[src/rtl/comparador_pkg.sv]
// Shared FSM state encoding and default operand geometry for the sliced comparator.
package comparador_pkg;

  localparam int DEF_WIDTH = 16;
  localparam int DEF_CHUNK = 4;

  typedef enum logic [1:0] {
    OCIOSO  = 2'd0,
    COMPARA = 2'd1,
    FIM     = 2'd2
  } estado_t;

endpackage

[src/rtl/comparador_fatia.sv]
// Purpose: unsigned magnitude compare of one CHUNK-bit operand slice.
// Latency: purely combinational, zero cycles.
// Backpressure: none, always evaluates its inputs.
module comparador_fatia #(
  parameter int CHUNK = 4
) (
  input  logic [CHUNK-1:0] a,
  input  logic [CHUNK-1:0] b,
  output logic             maior,
  output logic             menor,
  output logic             igual
);

  assign maior = (a > b);
  assign menor = (a < b);
  assign igual = (a == b);

endmodule

[src/rtl/comparador_sequencial.sv]
// Purpose: multi-cycle X/Y comparator scanning CHUNK-bit slices MSB first; optional signed mode via COMPARADOR_SEQUENCIAL_SIGNED_EN.
// Latency: k+1 cycles from accepted iniciar to pronto, k = slices examined (1..WIDTH/CHUNK).
// Backpressure: iniciar is only accepted while idle and is ignored otherwise.
module comparador_sequencial
  import comparador_pkg::*;
#(
  parameter int WIDTH = DEF_WIDTH,
  parameter int CHUNK = DEF_CHUNK
) (
  input  logic             clk,
  input  logic             rst_n,
  input  logic             iniciar,
`ifdef COMPARADOR_SEQUENCIAL_SIGNED_EN
  input  logic             sinal,
`endif
  input  logic [WIDTH-1:0] X,
  input  logic [WIDTH-1:0] Y,
  output logic             ocupado,
  output logic             pronto,
  output logic             maior,
  output logic             menor,
  output logic             igual
);

  localparam int N     = (CHUNK > 0) ? (WIDTH / CHUNK) : 1;
  localparam int IDX_W = (N > 1) ? $clog2(N) : 1;
  localparam logic [IDX_W-1:0] IDX_TOP = IDX_W'(N - 1);

  if (CHUNK < 1) begin : g_chunk_err
    $error("comparador_sequencial: CHUNK must be >= 1");
  end else if ((WIDTH % CHUNK) != 0) begin : g_width_err
    $error("comparador_sequencial: WIDTH must be a multiple of CHUNK");
  end

  estado_t          estado, estado_nxt;
  logic [IDX_W-1:0] idx, idx_nxt;
  logic [WIDTH-1:0] x_r, y_r, x_nxt, y_nxt;
  logic             maior_nxt, menor_nxt, igual_nxt;
  logic             sinal_en;
  logic [WIDTH-1:0] msb_mask;
  logic [CHUNK-1:0] fatia_x, fatia_y;
  logic             f_maior, f_menor, f_igual;

`ifdef COMPARADOR_SEQUENCIAL_SIGNED_EN
  assign sinal_en = sinal;
`else
  assign sinal_en = 1'b0;
`endif

  // Flipping the sign bit maps two's complement order onto unsigned order.
  always_comb begin
    msb_mask            = '0;
    msb_mask[WIDTH-1]   = sinal_en;
  end

  always_comb begin
    fatia_x = '0;
    fatia_y = '0;
    for (int i = 0; i < N; i++) begin
      if (idx == IDX_W'(i)) begin
        fatia_x = x_r[i*CHUNK +: CHUNK];
        fatia_y = y_r[i*CHUNK +: CHUNK];
      end
    end
  end

  comparador_fatia #(
    .CHUNK (CHUNK)
  ) u_fatia (
    .a     (fatia_x),
    .b     (fatia_y),
    .maior (f_maior),
    .menor (f_menor),
    .igual (f_igual)
  );

  always_ff @(posedge clk or negedge rst_n) begin
    if (!rst_n) begin
      estado <= OCIOSO;
      idx    <= '0;
      x_r    <= '0;
      y_r    <= '0;
      maior  <= 1'b0;
      menor  <= 1'b0;
      igual  <= 1'b0;
    end else begin
      estado <= estado_nxt;
      idx    <= idx_nxt;
      x_r    <= x_nxt;
      y_r    <= y_nxt;
      maior  <= maior_nxt;
      menor  <= menor_nxt;
      igual  <= igual_nxt;
    end
  end

  always_comb begin
    estado_nxt = estado;
    idx_nxt    = idx;
    x_nxt      = x_r;
    y_nxt      = y_r;
    maior_nxt  = maior;
    menor_nxt  = menor;
    igual_nxt  = igual;
    ocupado    = 1'b0;
    pronto     = 1'b0;

    case (estado)
      OCIOSO: begin
        if (iniciar) begin
          x_nxt      = X ^ msb_mask;
          y_nxt      = Y ^ msb_mask;
          idx_nxt    = IDX_TOP;
          estado_nxt = COMPARA;
        end
      end
      COMPARA: begin
        ocupado = 1'b1;
        if (!f_igual) begin
          maior_nxt  = f_maior;
          menor_nxt  = f_menor;
          igual_nxt  = 1'b0;
          estado_nxt = FIM;
        end else if (idx == '0) begin
          maior_nxt  = 1'b0;
          menor_nxt  = 1'b0;
          igual_nxt  = 1'b1;
          estado_nxt = FIM;
        end else begin
          idx_nxt = idx - 1'b1;
        end
      end
      FIM: begin
        pronto     = 1'b1;
        estado_nxt = OCIOSO;
      end
      default: begin
        estado_nxt = OCIOSO;
      end
    endcase
  end

endmodule

[config.mk]
export PLATFORM = sky130hd
export DESIGN_NAME = comparador_sequencial
export DESIGN_NICKNAME = d
export VERILOG_FILES = /design/src/rtl/comparador_pkg.sv /design/src/rtl/comparador_fatia.sv /design/src/rtl/comparador_sequencial.sv
export SDC_FILE = /design/constraint.sdc
export NUM_CORES = 1
export LEC_CHECK = 0
export BUFFER_PORTS_ARGS = -buffer_cell sky130_fd_sc_hd__buf_2
export CAP_MARGIN = 20
export CELL_PAD_IN_SITES_DETAIL_PLACEMENT = 0
export CELL_PAD_IN_SITES_GLOBAL_PLACEMENT = 1
export CORE_MARGIN = 1.5
export CORE_UTILIZATION = 40
export CTS_BUF_LIST = sky130_fd_sc_hd__clkbuf_16
export CTS_CLUSTER_DIAMETER = 100
export DETAILED_ROUTE_END_ITERATION = 6
export PLACE_DENSITY = 0.72
export RECOVER_POWER = 100
export SYNTH_ARGS = -nofsm -noshare
export SYNTH_HDL_FRONTEND = slang
export SYNTH_SLANG_ARGS = --single-unit
[constraint.sdc]
create_clock -name clk -period 2.4 [get_ports clk]
set_clock_uncertainty 0.15 [all_clocks]
set_input_delay 0.24 -clock clk [delete_from_list [all_inputs] [get_ports clk]]
set_output_delay 0.24 -clock clk [all_outputs]
set_load 0.01 [all_outputs]
# ---- After elaboration in Yosys (flattened, before gate mapping)
# Index checks and enable logic that the tools add are counted.
dict set report word_totals {
  register_bits 39
  in_bits 35
  output_inout_bits 5
  word_cells 51
}
dict set report op_classes {
  n_addsub 1
  n_lt_le_gt_ge 2
  n_eq_ne 11
  n_mux 23
  n_reduce_logical 7
}
# op count
set op_table {}
lappend op_table {{two-way mux 4 bit} 8}
lappend op_table {{two-way mux 2 bit} 6}
lappend op_table {{one-hot mux 2 bit (2 select lines)} 2}
lappend op_table {{two-way mux 1 bit} 7}
lappend op_table {{== test 2 bit, second input constant} 3}
lappend op_table {{!= test 2 bit, second input constant} 3}
lappend op_table {{AND reduction 2 bit} 3}
lappend op_table {{== test 2 x 1 -> 1 bit, second input constant} 2}
lappend op_table {{== test 4 bit} 1}
lappend op_table {{greater-than comparator 4 bit} 1}
lappend op_table {{logical NOT 2 bit} 2}
lappend op_table {{less-than comparator 4 bit} 1}
lappend op_table {{AND reduction 4 bit} 1}
lappend op_table {{!= test 3 bit, second input constant} 1}
lappend op_table {{!= test 2 x 1 -> 1 bit, second input constant} 1}
lappend op_table {{nonzero test 2 bit} 1}
lappend op_table {{subtractor 2 x 1 -> 2 bit, second input constant} 1}

# ---- Logic depth before layout (Yosys ltp)
# Gate-level depths: netlist (run 1).
dict set report logic_depth {
  ltp_word 8
  depth_mapped 11
  mapped_depth_nobuf 9
}

# ---- Modules after synthesis
# Synthesis (run 1) repeated with hierarchy kept, for this count alone.
dict set report hier_totals {
  hier_cells 150
  area_unflattened_um2 1908.1
}
# module instances cells_each area_each_um2 seq_area_each_um2
set by_module_without_submodules {}
lappend by_module_without_submodules {comparador_sequencial 1 134 1779.2 975.9}
lappend by_module_without_submodules {comparador_fatia 1 16 128.9 0.0}

# ---- Worst setup path after synthesis (run 1)
# OpenSTA, ideal clock, no wires.
dict set report synth_timing {
  path_type {flip-flop to flip-flop}
  startpoint {reg idx[0]}
  endpoint {reg menor}
  setup_time_ns 0.067
  arrival_time_ns 2.251
  required_time_ns 2.183
  slack_ns -0.069
  path_stages_with_launch 11
  path_buffers 1
  period_less_slack_ns 2.469
  path_cell_list {dfrtp_1 inv_1 ha_1 nor2b_4 buf_6 a221o_1 a22oi_2 ha_1 a21o_1 a211oi_1 a32o_1}
}
dict set report synth_via {
  elab_chain_cells 8
  word_cells_on_any_way 17
  cone_classes {order compare (1); eq/ne (5); mux (9); reduce/logical (2)}
}
# element line_no
set synth_lines {}
lappend synth_lines {{from (decl)} comparador_sequencial.sv:36} ;# logic [IDX_W-1:0] idx, idx_nxt;
lappend synth_lines {{from (signal assigned)} comparador_sequencial.sv:88} ;# idx <= idx_nxt;
lappend synth_lines {{logical NOT 2 bit} {comparador_sequencial.sv:60, comparador_sequencial.sv:124}}
lappend synth_lines {{two-way mux 4 bit (4 in series)} comparador_sequencial.sv:60} ;# if (idx == IDX_W'(i)) begin
lappend synth_lines {{== test 4 bit} comparador_fatia.sv:16} ;# assign igual = (a == b);
lappend synth_lines {{!= test 2 x 1 -> 1 bit (no line)} -}
lappend synth_lines {{AND reduction 2 bit (no line)} -}
lappend synth_lines {{to (signal assigned)} comparador_sequencial.sv:92} ;# menor <= menor_nxt;
lappend synth_lines {{to (decl)} comparador_sequencial.sv:21} ;# output logic menor,
# Parallel ways exist; a longest one is shown, timed or not.
# A chain may end at the register's enable or synchronous reset.

# ---- Worst setup path in the final report (run 1)
dict set report layout_timing {
  startpoint {reg idx[1]}
  endpoint {reg menor}
}
# Same word-level chain as after synthesis.

==> flow_metrics.env, run 1 <==
export IMPL_status="finished with violations"
export IMPL_violations="setup timing"
export IMPL_pwr_share_clk=0.206
export IMPL_core_area_um2=4850
export IMPL_yosys_top_cells_area="dfrtp_1, mux2_4, ha_1"
export IMPL_syn_inst=151
export IMPL_gp_congestion=0.825
export IMPL_tritoncts="built"
export IMPL_fp_dieArea_um2=5580
export IMPL_synth_flop_cell="dfrtp_1"
export IMPL_vias_per_cell=4.89
export IMPL_fp_dieW_um=74.7
export IMPL_clock_sinks=39
export IMPL_rsz0062_at_grt="true"
export IMPL_r2r_end="menor"
export IMPL_crit_fanout=7
export IMPL_boundaryPins=40
export IMPL_io_buffers=39
export IMPL_power_density_nw_per_um2=1370
export IMPL_finalWorstPathRequiredPeriod_ns=2.41
export IMPL_power_mw=3.54
export IMPL_clk_path_buf_depth=2
export IMPL_cts_buffers=5
export IMPL_gr_total_overflow=0
export IMPL_netlist_area_leader_share=0.475
export IMPL_drv_cap=0
export IMPL_slew_headroom=0.363
export IMPL_first_global_vias=1389
export IMPL_r2r_slack_ns=-0.005
export IMPL_setup_worst_path_end="menor"
export IMPL_hpwl_mm=3.03
export IMPL_synth_net_count=194
export IMPL_finalMaxSlewViolations=0
export IMPL_criticalPathCategory="register to register"
export IMPL_row_count=25
export IMPL_grt_pass1_wl_mm=6.66
export IMPL_placed_area_um2=2360
export IMPL_startpoint="idx[1]"
export IMPL_hold_path_class="input pin to register"
export IMPL_yosysMostFrequentCell="dfrtp_1"
export IMPL_pwr_share_comb=0.456
export IMPL_vias=1319
export IMPL_dr_pass1_iters=4
export IMPL_synth_common_cells="dfrtp_1, mux2_4, nand2_1, ha_1, inv_1"
export IMPL_clk_latency_ns=0.28
export IMPL_drive_gt1_frac=0.502
export IMPL_htree_levels=2
export IMPL_start_kind="register"
export IMPL_syn_area_per_cell_um2=13.6
export IMPL_fin_ws_ns=-0.00549
export IMPL_antennaDiodeCount=0
export IMPL_grt_max_degree=40
export IMPL_die_height_um=74.7
export IMPL_arrival_ns=2.42
export IMPL_detailedPlace_worstSlack_ns=-0.184
export IMPL_swShare=0.328
export IMPL_setup_viol=1
export IMPL_utilization=0.534
export IMPL_final_nets=245
export IMPL_worstMarginPinSlew_ns=0.956
export IMPL_syn2layout_area_growth_pct=25.9
export IMPL_synthDistinctLibCells=34
export IMPL_start_util=0.424
export IMPL_synth_edf_count=0
export IMPL_synth_warnings=0
export IMPL_fmax_ghz=0.416
export IMPL_syn_area_um2=2060
export IMPL_period_share=1.00
export IMPL_remaining_drc_errors=0
export IMPL_rr_startpoint="idx[1]"
export IMPL_routed_wl_mm=4.14
export IMPL_ir_worst_vdd_uv=649
export IMPL_grt_usage=0.161
export IMPL_routedWlPerCell_um=15.3
export IMPL_worstSetupEndpointType="register"
export IMPL_async_reset_ff_frac=1.00
export IMPL_antenna_found_initial=0
export IMPL_clk_pin_slew_ns=0.06
export IMPL_r2r_cells=10
export IMPL_pwr_share_seq=0.339
export IMPL_worstPathRequired_ns=2.41
export IMPL_internal_power_mw=2.37
export IMPL_yosysSeqAreaShare=0.475
export IMPL_fin_hold_ws_ns=0.0226
export IMPL_drtIter0Drc=50
export IMPL_hold_violations=0
export IMPL_switchingPower_mw=1.16
export IMPL_final_area_um2=2590
export IMPL_leakagePower_nw=1.20
export IMPL_drtAntennaViolNets=0
export IMPL_yosys_area_top_type="dfrtp_1"
export IMPL_synth_seq_cells=39
export IMPL_root_buffer="clkbuf_16"
[layout make-up]
class                   instances  area (um^2)
clock buffers                   5          125
well taps                      67         83.8
inverters                       8         30.0
repair buffers                 54          349
flip-flops and latches         39          976
clock inverters                 3         38.8
multi-input cells              94          985
fillers                       418         2260
[layer usage]
metal	global-route usage	part of all wire
met5	0	0
met4	0.0525	0.012
met3	0.0402	0.050
met2	0.266	0.48
met1	0.209	0.45
[cell usage in the layout (no fill, tap or decap), types with 4 or more instances in the layout]
cell type | synthesis | routed
a21oi_1 | 7 | 7
dfrtp_1 | 39 | 39
clkbuf_16 | 0 | 5
clkbuf_1 | 1 | 5
mux2_2 | 7 | 7
inv_1 | 8 | 6
ha_1 | 8 | 5
nor2b_1 | 6 | 6
buf_4 | 1 | 9
buf_2 | 2 | 33
nand2_1 | 10 | 10
a221oi_2 | 3 | 4
o21ai_0 | 6 | 5
mux2_4 | 20 | 19
[metrics by stage]
step / setup TNS (ns) / instances
2_1_floorplan: 0 / 151
5_1_grt: -0.398 / 270
3_5_place_dp: -0.741 / 257
3_3_place_gp: -0.0764 / 257
6_report: -0.00549 / 270
4_1_cts: -0.135 / 269
[critical path: stages, from the launching register on]
cell      delay [ns]
dfrtp_1         0.39
inv_2           0.08
ha_2            0.21
nor2b_4         0.26
a221oi_2        0.09
o31ai_1         0.29
ha_1            0.28
nand4_1         0.10
buf_6           0.14
o21ai_2         0.07
a32o_1          0.24
[power by group through the flow]
stage	clock (mW)	combinational [mW]	sequential [mW]
4_1_cts	0.739	1.55	1.20
6_report	0.728	1.61	1.20
5_1_grt	0.771	1.76	1.23
3_5_place_dp	0	1.51	1.20
2_1_floorplan	0	1.19	1.13
3_3_place_gp	0	1.44	1.21
[flip-flops by register name, summed over array words and instances, names as in the netlist]
signal  cells
x_r        16
y_r        16
maior       1
menor       1
igual       1
estado      2
idx         2
[repair_timing]
action                                  in CTS  in global routing
buffers inserted                             3                  1
endpoints found under the hold margin       39                  0
pin swaps                                    8                 15
endpoints found under the setup margin       5                  6
hold buffers                                 1                  0
resized for setup                            3                  7
[worst min path at each step]
| stage | start | to | slack [ns] | cells after the start |
|---|---|---|---|---|
| after floorplan | rst_n | estado[0] | -0.21 | 0 |
| final | X[8] | x_r[8] | 0.02 | 3 |
| after global routing | X[8] | x_r[8] | 0.03 | 3 |
| after CTS | X[8] | x_r[8] | 0.02 | 3 |
| after global placement | rst_n | y_r[12] | 0.22 | 1 |
| after detailed placement | rst_n | y_r[8] | 0.25 | 1 |
[kinds of logic after synthesis]
kind of cell / count (synthesis) / share of synthesized area
compound gates: 34 / 0.144
fa+ha+maj: 8 / 0.0487
buf+inv: 18 / 0.0682
flops: 39 / 0.475
mux: 30 / 0.200
simple gates: 22 / 0.0645
Note: power is estimated with default switching activity, not from simulation.
==> inputs of run 2 (changes only) <==
- REMOVE_ABC_BUFFERS: unset -> 1
==> run 2 against run 1 <==
The flow still finishes with violations (setup timing). Worst setup slack got worse by 0.10 ns. Combinational power about the same. First-iteration DRC count decreased by 6.0%. Clock power increased by 17%. Wire length decreased by 0.80%. Die area unchanged. Power increased by 3.1%. Final area increased by 1.4%. Global-route usage increased by 0.91 points. Via count increased by 1.3%. Largest power group unchanged. Highest routed layer unchanged.
==> flow_metrics.env, run 2 (same netlist as run 1, synthesis figures left out) <==
export IMPL_status="finished with violations"
export IMPL_violations="setup timing"
export IMPL_io_buffers=39
export IMPL_route_met2_wl_mm=2.01
export IMPL_hold_violations=0
export IMPL_row_count=25
export IMPL_slew_headroom=0.364
export IMPL_utilization=0.541
export IMPL_die_height_um=74.7
export IMPL_dr_pass1_iters=4
export IMPL_cpMaxStageDelayCell="dfrtp_1"
export IMPL_instances_no_fill=272
export IMPL_layout_area_seq_um2=976
export IMPL_period_share=1.05
export IMPL_fin_hold_ws_ns=0.00808
export IMPL_dpl_cell_count=259
export IMPL_fmax_ghz=0.399
export IMPL_met1_length_mm=1.88
export IMPL_drtAntennaViolNets=0
export IMPL_crit_family="compound AO/OA/AOI/OAI gates"
export IMPL_drv_cap=0
export IMPL_routed_top_layer="met4"
export IMPL_clock_sinks=39
export IMPL_worstPathRequired_ns=2.41
export IMPL_syn2layout_area_growth_pct=27.6
export IMPL_start_util=0.424
export IMPL_drtIter0Drc=47
export IMPL_power_mw=3.64
export IMPL_vias_per_cell=4.91
export IMPL_fillers=429
export IMPL_setup_viol=5
export IMPL_finalWorstPathRequiredPeriod_ns=2.51
export IMPL_final_nets=247
export IMPL_fp_dieArea_um2=5580
export IMPL_cp_slowest_stage_delay_ns=0.39
export IMPL_fp_dieW_um=74.7
export IMPL_criticalPathCategory="register to register"
export IMPL_vias=1336
export IMPL_tritoncts="built"
export IMPL_antenna_found_initial=0
export IMPL_routedWlPerCell_um=15.1
export IMPL_route_met3_wl_um=144
export IMPL_leakagePower_nw=1.19
export IMPL_final_common_cell="dfrtp_1"
export IMPL_first_global_vias=1461
export IMPL_rsz0062_at_grt="true"
export IMPL_arrival_ns=2.52
export IMPL_multi_input_area_um2=996
export IMPL_crit_buf_inv=2
export IMPL_ir_worst_vdd_uv=701
export IMPL_layout_common_cells="dfrtp_1, buf_2, buf_4"
export IMPL_reg_top3="x_r x16, y_r x16"
export IMPL_power_density_nw_per_um2=1390
export IMPL_r2r_slack_ns=-0.11
export IMPL_antennaDiodeCount=0
export IMPL_worstMarginPinSlew_ns=0.954
export IMPL_cts_buffers=5
export IMPL_root_buffer="clkbuf_16"
export IMPL_crit_fanout=7
export IMPL_clk_pin_slew_ns=0.06
export IMPL_gp_congestion=0.764
export IMPL_clk_path_buf_depth=2
export IMPL_routed_wl_mm=4.10
export IMPL_finalMaxSlewViolations=0
export IMPL_htree_levels=2
export IMPL_start_kind="register"
export IMPL_crit_chain="inv_2 > ha_4 > nor2b_4 > a221oi_1 > o31ai_1 > ha_1 > nand4_1 > buf_4 > o2bb2ai_4 > mux2i_1"
export IMPL_hpwl_mm=2.93
export IMPL_gr_total_overflow=0
export IMPL_clk_latency_ns=0.28
export IMPL_grt_pass1_wl_mm=7.00
export IMPL_fin_ws_ns=-0.109
export IMPL_boundaryPins=40
export IMPL_core_area_um2=4850
export IMPL_remaining_drc_errors=0
export IMPL_grt_usage=0.170
export IMPL_hold_path_class="input pin to register"
export IMPL_drive_gt1_frac=0.493
export IMPL_worstSetupEndpointType="register"
export IMPL_grt_max_degree=40
==> run 2: cell types whose count changed in the layout (fill, tap and decap cells not counted), sizes merged <==
cell	before	now
clkbuf	11	10
bufinv	1	2
buf	47	50
clkinv	2	0
clkinvlp	0	1
==> run 2: cell type report <==
| cell class | instances | area share |
|---|---|---|
| clock inverters | 3 | 0.0258 |
| clock buffers | 5 | 0.0477 |
| multi-input cells | 94 | 0.380 |
| well taps | 67 | 0.0320 |
| flip-flops and latches | 39 | 0.372 |
| repair buffers | 56 | 0.132 |
| inverters | 8 | 0.0114 |
==> run 2: stage by stage <==
step	setup TNS [ns]	cell area [um^2]	setup WS [ns]
5_1_grt	-1.26	2620	-0.250
3_5_place_dp	-0.471	2350	-0.116
4_1_cts	-0.263	2640	-0.0924
2_1_floorplan	-16.59	1950	-0.570
6_report	-0.409	2620	-0.109
3_3_place_gp	-0.0768	2350	-0.0255
==> run 2: worst paths after layout <==
kind / start / endpoint / cells after the start
setup / recovery: idx[1] / idx[0] / 10
hold reg to reg: y_r[4] / y_r[4] / 1
setup reg to reg: idx[1] / idx[0] / 10
hold / removal: Y[9] / y_r[9] / 3
max in group asynchronous: rst_n / x_r[0] / 2
min in group asynchronous: rst_n / x_r[8] / 2
==> run 2: worst reg2reg max path, delay by kind of cell (launching register included) <==
| kind | cells | cell delay (ns) |
|---|---|---|
| buffers and inverters | 2 | 0.28 |
| flip-flops | 1 | 0.39 |
| AND/OR/NAND/NOR | 2 | 0.50 |
| multiplexers | 1 | 0.10 |
| adder cells (fa/ha/maj) | 2 | 0.43 |
| AO/OA/AOI/OAI | 3 | 0.54 |
==> run 2: per-layer routing <==
metal	vias to the layer above	GRT usage
li1	649	-
met1	649	0.211
met2	31	0.294
met3	7	0.0335
met4	0	0.0667
met5	-	0
==> run 2: report_power, final <==
part           internal, mW  total (mW)  switching, mW
clock                 0.595       0.853          0.258
combinational         0.887        1.60          0.709
sequential            0.978        1.20          0.218
total                  2.46        3.64           1.19
==> run 2: what timing repair did <==
item | CTS | global route
endpoints found under the setup margin | 6 | 7
resized for setup | 13 | 2
pin swaps | 7 | 6
setup buffers | 4 | 0
hold buffers | 1 | 0
endpoints found under the hold margin | 39 | 0
